===== config.mk =====
export PLATFORM = sky130hd
export DESIGN_NAME = fetch_seq
export DESIGN_NICKNAME = d
export VERILOG_FILES = /design/src/rtl/fetch_seq.sv
export SDC_FILE = /design/constraint.sdc
export NUM_CORES = 1
export LEC_CHECK = 0
export BUFFER_PORTS_ARGS = -buffer_cell sky130_fd_sc_hd__buf_4
export CORE_UTILIZATION = 58
export CTS_BUF_LIST = sky130_fd_sc_hd__clkbuf_4
export DETAILED_ROUTE_END_ITERATION = 7
export PLACE_DENSITY = 0.94
export SLEW_MARGIN = 20
export SYNTH_ARGS = -nofsm -noshare
export SYNTH_HDL_FRONTEND = slang
export SYNTH_SLANG_ARGS = --single-unit

===== constraint.sdc =====
create_clock -name cpu_clk -period 6 [get_ports cpu_clk]
set_input_delay 1.2 -clock cpu_clk [delete_from_list [all_inputs] [get_ports cpu_clk]]
set_output_delay 1.2 -clock cpu_clk [all_outputs]
set_load 0.03 [all_outputs]

===== src/rtl/fetch_seq.sv =====
`default_nettype none
// ============================================================================
//  Module      : fetch_seq
//  Description : Instruction fetch sequencer for the breadboard CPU. Owns the
//                program counter, reads the instruction word (and an optional
//                extension word) from instruction memory over a req/ack
//                handshake, issues both to decode with a one-cycle ins_en
//                pulse, then waits for execute to finish and redirect the PC.
//                Strictly non-pipelined: one instruction in flight at a time.
//  Ports       :
//    cpu_clk, cpu_rst        clock / synchronous active-high reset
//    run                     fetch enable (sampled in IDLE and end of EXEC)
//    mem_req/mem_addr        instruction memory read request and word address
//    mem_ack/mem_rdata       read complete strobe and read data
//    ins/ext/ins_en          instruction, extension word, issue pulse
//    exec_done               execute stage finished current instruction
//    set_pc/add_pc/inc_pc    PC update selects, qualified by exec_done
//    pc_target               absolute target or two's-complement offset
//    cur_pc                  address of the instruction held in ins
//    idle                    high while the sequencer sits in IDLE
//  Revision    : 1.0 - initial release
// ============================================================================
module fetch_seq #(
    parameter logic [15:0] RESET_PC  = 16'h0000,
    parameter logic [15:0] EXT_MASK  = 16'h8000,
    parameter logic [15:0] EXT_MATCH = 16'h8000
) (
    input  logic        cpu_clk,
    input  logic        cpu_rst,
    input  logic        run,
    output logic        mem_req,
    output logic [15:0] mem_addr,
    input  logic        mem_ack,
    input  logic [15:0] mem_rdata,
    output logic [15:0] ins,
    output logic [15:0] ext,
    output logic        ins_en,
    input  logic        exec_done,
    input  logic        set_pc,
    input  logic        add_pc,
    input  logic        inc_pc,
    input  logic [15:0] pc_target,
    output logic [15:0] cur_pc,
    output logic        idle
);

    localparam logic [2:0] S_IDLE    = 3'd0;
    localparam logic [2:0] S_FETCH_I = 3'd1;
    localparam logic [2:0] S_FETCH_E = 3'd2;
    localparam logic [2:0] S_ISSUE   = 3'd3;
    localparam logic [2:0] S_EXEC    = 3'd4;

    logic [2:0]  r_state;
    logic [2:0]  w_state_nxt;
    logic [15:0] r_pc;
    logic [15:0] r_cur_pc;
    logic [15:0] r_ins;
    logic [15:0] r_ext;
    logic        r_has_ext;     // current instruction carried an extension word
    logic        w_need_ext;
    logic [15:0] w_seq_pc;
    logic [15:0] w_pc_nxt;

    // Extension decision is made on the raw read data so the FETCH_E decision
    // is taken in the same cycle as the instruction ack.
    assign w_need_ext = ((mem_rdata & EXT_MASK) == EXT_MATCH);

    // Sequential advance skips over the extension word when one was fetched.
    assign w_seq_pc = r_cur_pc + (r_has_ext ? 16'd2 : 16'd1);

    always_comb begin
        w_pc_nxt = w_seq_pc;
        if (set_pc) begin
            w_pc_nxt = pc_target;
        end else if (add_pc) begin
            w_pc_nxt = r_cur_pc + pc_target;
        end else if (inc_pc) begin
            w_pc_nxt = w_seq_pc;
        end
    end

    // State register
    always_ff @(posedge cpu_clk) begin
        if (cpu_rst) begin
            r_state <= S_IDLE;
        end else begin
            r_state <= w_state_nxt;
        end
    end

    // Next-state logic
    always_comb begin
        w_state_nxt = r_state;
        case (r_state)
            S_IDLE: begin
                if (run) w_state_nxt = S_FETCH_I;
            end
            S_FETCH_I: begin
                if (mem_ack) w_state_nxt = w_need_ext ? S_FETCH_E : S_ISSUE;
            end
            S_FETCH_E: begin
                if (mem_ack) w_state_nxt = S_ISSUE;
            end
            S_ISSUE: begin
                w_state_nxt = S_EXEC;
            end
            S_EXEC: begin
                if (exec_done) w_state_nxt = run ? S_FETCH_I : S_IDLE;
            end
            default: begin
                w_state_nxt = S_IDLE;
            end
        endcase
    end

    // Datapath registers: PC, issued instruction and its extension word
    always_ff @(posedge cpu_clk) begin
        if (cpu_rst) begin
            r_pc      <= RESET_PC;
            r_cur_pc  <= RESET_PC;
            r_ins     <= 16'h0000;
            r_ext     <= 16'h0000;
            r_has_ext <= 1'b0;
        end else begin
            case (r_state)
                S_FETCH_I: begin
                    if (mem_ack) begin
                        r_ins     <= mem_rdata;
                        r_cur_pc  <= r_pc;
                        r_has_ext <= w_need_ext;
                        if (!w_need_ext) r_ext <= 16'h0000;
                    end
                end
                S_FETCH_E: begin
                    if (mem_ack) r_ext <= mem_rdata;
                end
                S_EXEC: begin
                    if (exec_done) r_pc <= w_pc_nxt;
                end
                default: begin
                end
            endcase
        end
    end

    // Outputs decode from registered state only; mem_addr is held by the
    // state and r_pc, neither of which moves until the ack is taken.
    assign mem_req  = (r_state == S_FETCH_I) || (r_state == S_FETCH_E);
    assign mem_addr = (r_state == S_FETCH_I) ? r_pc :
                      (r_state == S_FETCH_E) ? (r_pc + 16'd1) : 16'h0000;
    assign ins_en   = (r_state == S_ISSUE);
    assign idle     = (r_state == S_IDLE);
    assign ins      = r_ins;
    assign ext      = r_ext;
    assign cur_pc   = r_cur_pc;

endmodule
`default_nettype wire

==> run summary, run 1 <==
The internal power of the cells is 0.783 mW. The count of standard-cell rows came out at 28. The diode insertion count for antenna repair is 0.

Port buffering added 105 buffers. Net switching is 33.5% of the power. The setup skew after layout came out at 9.40 ps. The total length of routed wires came out at 10600 um.

In this run the clock root is driven by a clkbuf_4. The clock share of power came out at 33.1%. The startpoint identified for the worst register-to-register timing path is ins[15]$_SDFFE_PP0P_. The remaining routing DRC violations came out at 0.

The most used flip-flop cell after synthesis is dfxtp_1. The global routing usage summed across all routing layers came out at 31.7%. The number of buffers inserted by post-CTS setup repair came out at 0. The pin count of the biggest net entering global routing came out at 68. The worst setup path is launched from a flip-flop. The type of element capturing the critical path is a primary output. The number of endpoints with negative hold slack in the final report is 0. The post-route setup TNS came out at 0 ps. The count of final max-slew check failures is 0. The yosys synthesis warning count is 0. The placer's final routability congestion estimate is 0.953. The via count of the first global-routing pass came out at 3525. The maximum VDD drop came out at 0.193 mV. The critical path data arrival time is 2700 ps. Measured along the x axis, the die boundary spans 82.4 um.

The core region area is 6060 um^2. Counting both buffers and inverters, the worst setup path holds a total of 1. Setup slack closes at 2100 ps. The total of hold buffers inserted after clock tree synthesis came out at 0. The number of nets in the synthesized netlist is 557. The pre-antenna-repair detailed-routing pass consisted of 5 iterations. The number of antenna violations at the first check in global routing is 0. Traced cell by cell, the critical path runs through nor3b_1, or4b_1, or3_1, a21oi_1, buf_4.

After legalization and detailed placement, the total HPWL measured 7120 um. From synthesis to final layout, the design area changed by 25.8%. The type of the worst setup path is flip-flop to primary output.

The number of unique standard cell types used by synthesis came out at 47. Dividing the final minimum period by the clock period gives 65.0%. The routed layout has 3989 vias. The slowest stage of the critical path is the or4b_1 cell. The fmax came out at 256 MHz. In this run the vertical extent of the chip is 82.4 um.

The reported leakage power came out at 1.96 nW. The power share of the sequential group is 42.1%. The cell depth of the worst setup path came out at 5. The cell family contributing the most delay on the critical path is simple AND/OR/NAND/NOR gates. TritonCTS built the clock tree.

The average cell area after synthesis is 7.50 um^2. The first global-routing pass estimated 16300 um of wire. For this block, the initial DRC count from the detailed router was 272. In this run, synthesis inferred 0 flip-flops with an integrated enable. The number of nets at the end of the flow is 646. The global routing stage identified its most utilized layer as met2. The clock-pin slew on the worst setup and hold paths is 120 ps. Tracing the worst setup path back leads to its startpoint at r_state[1]$_SDFFE_PP0P_. The worst hold path belongs to the class flip-flop to flip-flop. The flow ran to the end, and the final reports show no timing, DRC or antenna violations.

The met3 routing resource usage after global routing came out at 6.37%. In this run the most critical hold path is launched from ins[6]$_SDFFE_PP0P_. The buffer levels on the longest clock path is 2.

The max capacitance violation total is 0. The cell area that synthesis handed to floorplanning was 3750 um^2. For this design the total switching power over the nets is 0.394 mW. The die covers 6790 um^2.

The synthesis-stage register bit count came out at 67. At the pin with the least slew margin, the transition time is 1040 ps. The met1 track demand over resource came out at 39.8%.

The met2 routing resource usage after global routing came out at 50.8%. The data required time of the critical path is 4800 ps. The delay of the slowest critical-path stage is 730 ps. For the worst-skew pair, the clock arrives at the later sink with an insertion delay of 440 ps. Before CTS, the worst setup slack after placement is 2270 ps. The number of clock buffers inserted by TritonCTS is 9. The count of mapped cells out of synthesis is 500.

The mean number of vias per cell came out at 5.96. The residual overflow from global routing is 0. The instance count along the most critical hold path is 2.

Once detail routing completed, the nets flagged for antenna violations numbered 0. Counting every sink on the clock net gives 67. The number of resized instances in the post-cts repair step came out at 0. The part of the power in combinational logic came out at 24.8%.

Subtracting the final worst setup slack from the clock period gives 3900 ps. The number of ports placed on the die boundary is 107. The initial core utilization came out at 61.8%.

Cells with a size suffix above 1 make up 21.7% of the layout. The detail-routed net length per standard cell is 15.8 um. The share of synthesized registers carrying an async set or reset is 0%.

Measured against its own limit, the worst slew margin works out to 30.2%. The sequential cell area fraction in the yosys report is 35.8%. The worst reg-to-reg path cell count came out at 10. The number of H-tree levels is 3. Of all nets on the critical path, the largest fanout is 14. Setup repair after global routing left no endpoint under its margin. The setup-violating endpoint count in the final report came out at 0. In this run the power density over the cells is 250 nW/um^2.
metrics by stage:
step                      instances  hold slack, ps  total power [mW]  utilization (%)  instance area, um^2
after detailed placement        653             448             0.793             74.8                 4530
final                           669             462              1.18             77.8                 4710
after global placement          653             443             0.785             74.8                 4530
after CTS                       669             466              1.18             77.8                 4710
after floorplan                 500             458             0.695                -                 3750
after global routing            669             486              1.22             77.8                 4710
metal layers:
metal  vias to the layer above  share of wire [%]
met1                      1846                 42
met2                       187                 48
li1                       1922                  -
met4                         0                3.0
met5                         -                  0
met3                        34                7.0
synthesized netlist by cell type (all sizes together) (7+ instances only):
master / n / area, um^2
nand3: 12 / 65.1
a31oi: 7 / 43.8
xnor2: 13 / 114
and2: 18 / 113
xor2: 7 / 61.3
inv: 9 / 33.8
buf: 11 / 56.3
o21ai: 25 / 125
clkbuf: 19 / 71.3
nor2: 48 / 180
dfxtp: 67 / 1340
nor3: 11 / 60.1
ha: 16 / 200
nand2: 94 / 353
a21oi: 63 / 315
nand3b: 7 / 52.6
a211oi: 7 / 52.6
a22oi: 15 / 113
cell families after synthesis:
group                      synth area share [%]
DFF                                        35.8
xor gates and xnor gates                   4.67
AOI/OAI and AO/OA                          20.8
muxes                                      1.10
adders and majority gates                  5.87
buffers and inverters                      4.31
and+or+nand+nor                            27.4
flip-flops by register name, indices dropped and copies added (netlist names):
signal / count
cur_pc: 16
ext: 16
ins: 16
r_pc: 16
r_state: 3
path summary, 6_finish.rpt:
check	to	slack [ps]
min	ins[6]$_SDFFE_PP0P_	460
max reg2reg	r_pc[14]$_SDFFE_PP0P_	3250
max	mem_addr[11]	2100
min reg2reg	ins[6]$_SDFFE_PP0P_	460
cell type report:
type                            instances  area (um^2)
Clock buffer                            9         67.6
Tap cell                               75         93.8
Fill cell                             455         1350
Multi-Input combinational cell        394         2250
Sequential cell                        67         1340
Inverter                                9         33.8
Timing Repair Buffer                  108          811
Clock inverter                          7          115
cells in the final DEF (no fill, tap or decap), types with 3 or more instances in the layout:
cell type  Yosys  routed
or3_1          6       6
o21ai_0       23      23
mux2i_1        3       3
nand3_1       11      11
a22oi_1       15      15
nand2b_1       4       4
a31oi_1        7       7
bufinv_16      0       3
xnor2_1       13      13
and3_1         6       6
nor2_1        48      48
nor3_1        10      10
buf_4          1     108
ha_1          16      16
nand3b_1       7       7
xor2_1         7       7
clkbuf_4       0       9
o211ai_1       5       5
a21oi_1       63      63
and2_1        18      18
inv_1          9       9
nand2_1       94      94
dfxtp_1       67      67
a211oi_1       7       7
power by group through the flow:
| stage | Clock, mW | Sequential [mW] | Combinational [mW] |
|---|---|---|---|
| 6_report | 0.389 | 0.496 | 0.292 |
| 5_1_grt | 0.412 | 0.500 | 0.313 |
| 4_1_cts | 0.390 | 0.495 | 0.291 |
| 3_5_place_dp | 0 | 0.504 | 0.289 |
| 3_3_place_gp | 0 | 0.503 | 0.282 |
| 2_1_floorplan | 0 | 0.525 | 0.169 |
worst register-to-register path: stages, from the launching register on:
cell	delay, ps
dfxtp_1	350
o21ai_0	170
ha_1	220
inv_1	80
fa_1	400
nor2b_1	230
o2111ai_1	240
nand4b_1	200
nand4_1	190
or3_1	400
and3_1	180
Power figures use the tool's default switching activity.
==> run 2, diff against run 1 <==
Settings changed: CORE_UTILIZATION 58 to 49, PLACE_DENSITY 0.94 to 0.85.
Clock period 6 ns to 3.3 ns, I/O delays scaled along.
==> run 2 against run 1 <==
Routed wire length down 0.29%. Cell count up 3.9%. Die area up 18%. Clock power up 47%. Clock-buffer cell count unchanged. Critical path depth unchanged. Global-route usage down 5.2 points. Setup slack worse by 1900 ps. Register-to-register slack worse by 2600 ps. Largest cell class unchanged.
==> run summary, run 2 (synthesized netlist as in run 1, its figures left out) <==
Entering global routing, the biggest net connects 38 pins. The type of the worst setup path is flip-flop to primary output. The via total after detailed routing is 4001. The post-route fraction of the period consumed by the critical path is 93.5%.

The number of nets at the end of the flow came out at 648. Leaving out fill and tap cells, the most frequent cells in the layout are buf_4 (110), nand2_1 (94), dfxtp_1 (65). The number of antenna violations at the first check in global routing is 0. For this run, the top clock speed supported by timing is 324 MHz. STA classifies the critical path startpoint as a flip-flop. The number of ports placed on the die boundary came out at 107. Once the clock tree was built, the setup fixing pass inserted 0 buffers. The clock passes through at most 2 buffers. The instance count along the most critical hold path came out at 3. The core region area is 7330 um^2. STA puts the critical path data arrival time at 2430 ps. The number of resized instances in the post-cts repair step is 0.

The mean number of vias per cell is 5.76. The count of fill cells added during filler insertion is 649. Summed over all layers, the routed wires come to 10600 um. The detail-routed net length per standard cell is 15.2 um. The layout overhead on the synthesized area is 26.2%. The remaining max-slew budget at the tightest pin is 33.5%. Buffers inserted to repair hold after CTS numbered 0. The wire-length estimate of the detail-placed layout is 7460 um. TritonCTS built the clock tree. Grouping stages by cell kind, the critical path spends the most delay in simple AND/OR/NAND/NOR gates.

The worst reg-to-reg path cell count is 10. After clock tree synthesis, the clock-pin slew on the worst setup and hold paths is 130 ps. The setup skew after layout came out at 16.4 ps.

The via count of the first global-routing pass is 3577. The residual overflow from global routing is 0. The fraction of final layout cells sized beyond drive strength 1 is 22.8%.

From bottom edge to top edge, the die measures 89.5 um. The number of clock buffers inserted by TritonCTS came out at 9. The critical-path maximum fanout came out at 14. In the final layout, the multi-input gates occupy 2260 um^2. Setup repair after global routing left no endpoint under its margin.

The number of endpoints with negative hold slack in the final report came out at 0. The clock latency at the later pin of the worst-skew pair is 440 ps. The most common cell after layout, fill and taps aside is buf_4. The number of sinks driven by the clock tree is 67.

The final standard cell utilization of the core came out at 64.6%. The post-route setup TNS is 0 ps. Walking the worst path, the cells encountered are nor3b_2, or4b_4, or3_1, a21oi_1, buf_4.

The root buffer cell chosen for the clock tree is clkbuf_4. The chip width came out at 89.5 um. The maximum VDD drop is 0.399 mV. The number of H-tree levels is 3. The largest single stage delay on the critical path is 610 ps.

STA classifies the critical path endpoint as a primary output. The sequential cell area in the final layout came out at 1340 um^2. The cell count after placement is 679. Once layout is complete, the cells apart from fillers number 695. The global-route wire length before repair came out at 16300 um. The number of buffers added on ports came out at 105. The instance area after placement came out at 4580 um^2. The max capacitance violation total is 0.

The worst-path cell with the longest stage delay is or4b_4. Summing internal, switching and leakage power gives 2.01 mW. The run finished with clean final reports. Setup violations remaining at the end of the flow were counted as 0. In this run the core area contains 31 standard-cell rows.

The total power divided by cell area came out at 425 nW/um^2. The initial core utilization came out at 51.1%. After detailed routing, the number of remaining DRC violations is 0. The time the final worst path needs with I/O delays and setup came out at 3090 ps. The buffer and inverter count on the worst path came out at 1. For the worst setup path, the data required time is 2640 ps. The detail route stage leaves a number of antenna-violating nets equal to 0. With fillers left out, the area of the finished cells amounts to 4730 um^2. The detailed-router iteration count before antenna repair came out at 5. The global routing usage summed across all routing layers came out at 26.5%. The count of final max-slew check failures was 0. The class of the worst hold path is input pin to flip-flop. The diode insertion count for antenna repair came out at 0. The reported leakage power came out at 1.95 nW. The floorplan step defined a die boundary enclosing 8000 um^2. The slew at the pin closest to its max-slew limit came out at 994 ps. The placer's final routability congestion estimate is 0.900. In this run, the number of DRC markers left after iteration 0 of detailed routing was 277. The cell depth of the worst setup path came out at 5.
==> run 2: cell type report <==
cell class                 instances  area share (%)
inverter                           9           0.714
multi-input combinational        394            47.8
sequential                        67            28.4
tap                               99            2.62
timing repair buffer             110            17.5
clock buffer                       9            1.43
clock inverter                     7            1.61
==> run 2: worst paths after layout <==
path	startpoint	end	slack (ps)
max reg2reg	ins[15]$_SDFFE_PP0P_	r_pc[14]$_SDFFE_PP0P_	640
min reg2reg	ins[1]$_SDFFE_PP0P_	ins[1]$_SDFFE_PP0P_	460
max	r_state[0]$_SDFFE_PP0P_	mem_addr[9]	210
min	mem_rdata[7]	ins[7]$_SDFFE_PP0P_	460
==> run 2: routing by layer <==
metal	routed length [um]	vias up	global-route usage, %
met5	0	-	0
met4	173	0	11.8
met3	648	15	6.00
met2	5170	159	43.4
met1	4560	1911	33.3
li1	-	1916	-
==> run 2: through the flow <==
stage | setup slack (ps) | hold WS (ps)
after CTS | 15.1 | 460
after global placement | 253 | 443
after global routing | 63.4 | 446
final | 214 | 459
after detailed placement | 182 | 449
after floorplan | 482 | 458
==> run 2: worst register-to-register path, delay by kind of cell (launching register included) <==
family	cells	cell delay, ps
and+or+nand+nor	5	1160
AOI/OAI and AO/OA	2	380
buffers and inverters	1	60
DFF	1	360
adders and majority gates	2	590
==> run 2: where the power goes <==
part / internal (mW) / switching [mW] / leakage, nW / total [mW]
sequential: 0.853 / 0.0512 / 0.542 / 0.904
clock: 0.235 / 0.336 / 0.0729 / 0.571
combinational: 0.193 / 0.341 / 1.33 / 0.534
total: 1.28 / 0.729 / 1.95 / 2.01
==> run 3, diff against run 2 <==
Settings changed: PLACE_DENSITY 0.85 to 0.77, SKIP_LAST_GASP set to 1.
==> run 3 against run 2 <==
Design area grew 0.32%. Worst hold slack better by 5.4 ps. Sequential cell count stayed put. Power is 0.18% higher. Routed wire length is 1.2% higher. Core utilization rose by 0.20 points. Critical path depth did not move. Sequential power about the same. First-iteration DRC count grew 8.3%. Critical path type unchanged. Largest power group unchanged.
==> run summary, run 3 (synthesized netlist as in run 1, its figures left out) <==
The run finished with clean final reports. The number of nets at the end of the flow is 650. The detailed placer's ending HPWL is 7580 um.

Across all layers, the routed design uses 3994 vias. The die is 89.5 um tall. The first detailed-routing pass took 5 iterations. The max capacitance violation total is 0. The power share of the sequential group is 44.9%. The library cells used most frequently in the layout, excluding fill and tap cells, are buf_4 (112), nand2_1 (94), dfxtp_1 (65). At the end of routability-driven placement, the weighted congestion stood at 0.969. The count of final max-slew check failures came to 0. The number of endpoints with negative hold slack in the final report came to 0. The number of H-tree levels is 3.

Entering global routing, the biggest net connects 36 pins. The reg-to-reg endpoint is r_pc[14]$_SDFFE_PP0P_. TritonCTS built the clock tree. The total length of routed wires is 10700 um. The iteration-0 DRC count of the detailed router came out at 300. The library cell used as clock root buffer is clkbuf_4. Cells fill 64.8% of the core in the end.

The residual overflow from global routing is 0. The slew at the pin closest to its max-slew limit is 1030 ps. Once the clock tree was built, the setup fixing pass inserted 0 buffers. The first global-routing pass estimated 16700 um of wire. Clock latency on the worst-skew pair, taken at its later pin, is 430 ps. The remaining routing DRC violations came out at 0. The maximum VDD drop is 0.341 mV. The core region area came out at 7330 um^2. CTS saw 67 sinks. The switching power total came out at 0.731 mW. The total of hold buffers inserted after clock tree synthesis is 0. From left edge to right edge, the die measures 89.5 um. The setup-violating endpoint count in the final report is 0. The number of antenna violations at the first check in global routing was 0. The number of clock buffers inserted by TritonCTS is 9. The terminating pin of the worst hold path is ins[0]$_SDFFE_PP0P_. Setup total negative slack on the finished layout was measured at 0 ps. The longest clock path from root to sink contains 2 buffers. The remaining max-slew budget at the tightest pin came out at 31.3%. The clock share of power is 28.1%. The total power divided by cell area came out at 424 nW/um^2. The fmax came out at 324 MHz. After clock tree synthesis, the clock-pin slew on the worst setup and hold paths is 120 ps. 0 antenna diodes ended up in the layout. The die covers 8000 um^2. The number of buffers added on ports came out at 105.

The detail-routed net length per standard cell came out at 15.3 um. The worst register-to-register path begins at ins[15]$_SDFFE_PP0P_. The internal power of the cells came out at 1.28 mW. The part of the power in combinational logic came out at 27.1%. Using the TritonRoute via totals, the vias-per-cell ratio works out to 5.73. Of the cells placed in the final design, the portion with a size suffix greater than 1 is 23.1%.

For this design the static power due to leakage is 1.96 nW. The worst setup path is launched from a flip-flop. The number of ports placed on the die boundary came out at 107. The critical-path maximum fanout came out at 14. The library cell used most frequently in the layout, excluding fill and tap cells, is buf_4. The min-delay analysis places its worst path in the category flip-flop to flip-flop. The via count of the first global-routing pass came out at 3502.

For flop-to-flop paths, the worst setup slack is 570 ps. The critical path data arrival time came out at 2430 ps. The instance count along the most critical hold path is 2. The worst setup path is of the flip-flop to primary output kind. The worst setup slack after layout came out at 212 ps.

Setup repair after global routing left no endpoint under its margin. The switching share of power is 36.3%. The post-route fraction of the period consumed by the critical path came out at 93.6%. Counting the fill cells in the layout gives 660. After floorplanning, the core was divided into 31 placement rows. The type of element capturing the critical path is a primary output. For this run, the total global-route usage over all layers was measured as 27.6%. Timing analysis after detailed placement gives a worst setup slack of 166 ps. The time the final worst path needs with I/O delays and setup is 3090 ps. The hold path startpoint is ins[0]$_SDFFE_PP0P_.

On the final layout, the worst clock skew is 13.2 ps. From synthesis to final layout, the design area changed by 26.6%. The initial utilization of the core area, before any placement, comes to 51.1%. For the worst setup path, the data required time is 2640 ps. The worst reg-to-reg path cell count came out at 10.

The number of routed nets with antenna violations came out at 0. Total power for the finished layout comes to 2.01 mW.
==> run 3: area by class of cell <==
| cell class | count | area, um^2 | share of cell area [%] |
|---|---|---|---|
| clock buffer | 9 | 67.6 | 1.42 |
| inverter | 9 | 33.8 | 0.712 |
| sequential | 67 | 1340 | 28.3 |
| tap | 99 | 124 | 2.61 |
| clock inverter | 7 | 76.3 | 1.61 |
| multi-input combinational | 394 | 2260 | 47.6 |
| timing repair buffer | 112 | 841 | 17.7 |
==> run 3: power by group through the flow <==
stage	clock, mW	sequential, mW	combinational (mW)
floorplan	0	0.955	0.308
global placement	0	0.914	0.529
detailed placement	0	0.918	0.540
CTS	0.569	0.901	0.545
global route	0.616	0.912	0.591
finish	0.565	0.904	0.545
==> run 3: worst max path at each step <==
stage / start / end
finish: r_state[0]$_SDFFE_PP0P_ / mem_addr[9]
global route: r_state[0]$_SDFFE_PP0P_ / mem_addr[12]
CTS: r_state[0]$_SDFFE_PP0P_ / mem_addr[9]
detailed placement: add_pc / r_pc[14]$_SDFFE_PP0P_
global placement: add_pc / r_pc[14]$_SDFFE_PP0P_
floorplan: add_pc / r_pc[14]$_SDFFE_PP0P_
==> run 3: stage by stage <==
step	std cells	cell area [um^2]	hold slack, ps
after floorplan	500	3750	458
after global placement	681	4590	443
after detailed placement	681	4590	451
after CTS	697	4740	463
after global routing	697	4750	453
final	697	4750	465
==> run 3: timing repair <==
action	in CTS	in global routing
hold endpoints to repair	0	0
gates resized for setup	2	2
endpoints found under the setup margin	3	6
gates cloned	0	0
==> run 3: routing by layer <==
metal	part of all wire, %	GRT usage (%)	wire [um]	up-vias
li1	-	-	-	1930
met1	42	36.1	4510	1857
met2	48	44.9	5130	185
met3	7.7	5.08	825	22
met4	2.0	11.0	211	0
met5	0	0	0	-
==> run 3: worst max-delay path: stages, from the launching register on <==
cell     delay (ps)
dfxtp_1         460
nor3b_2         250
or4b_4          630
or3_1           340
a21oi_1         160
buf_4           190
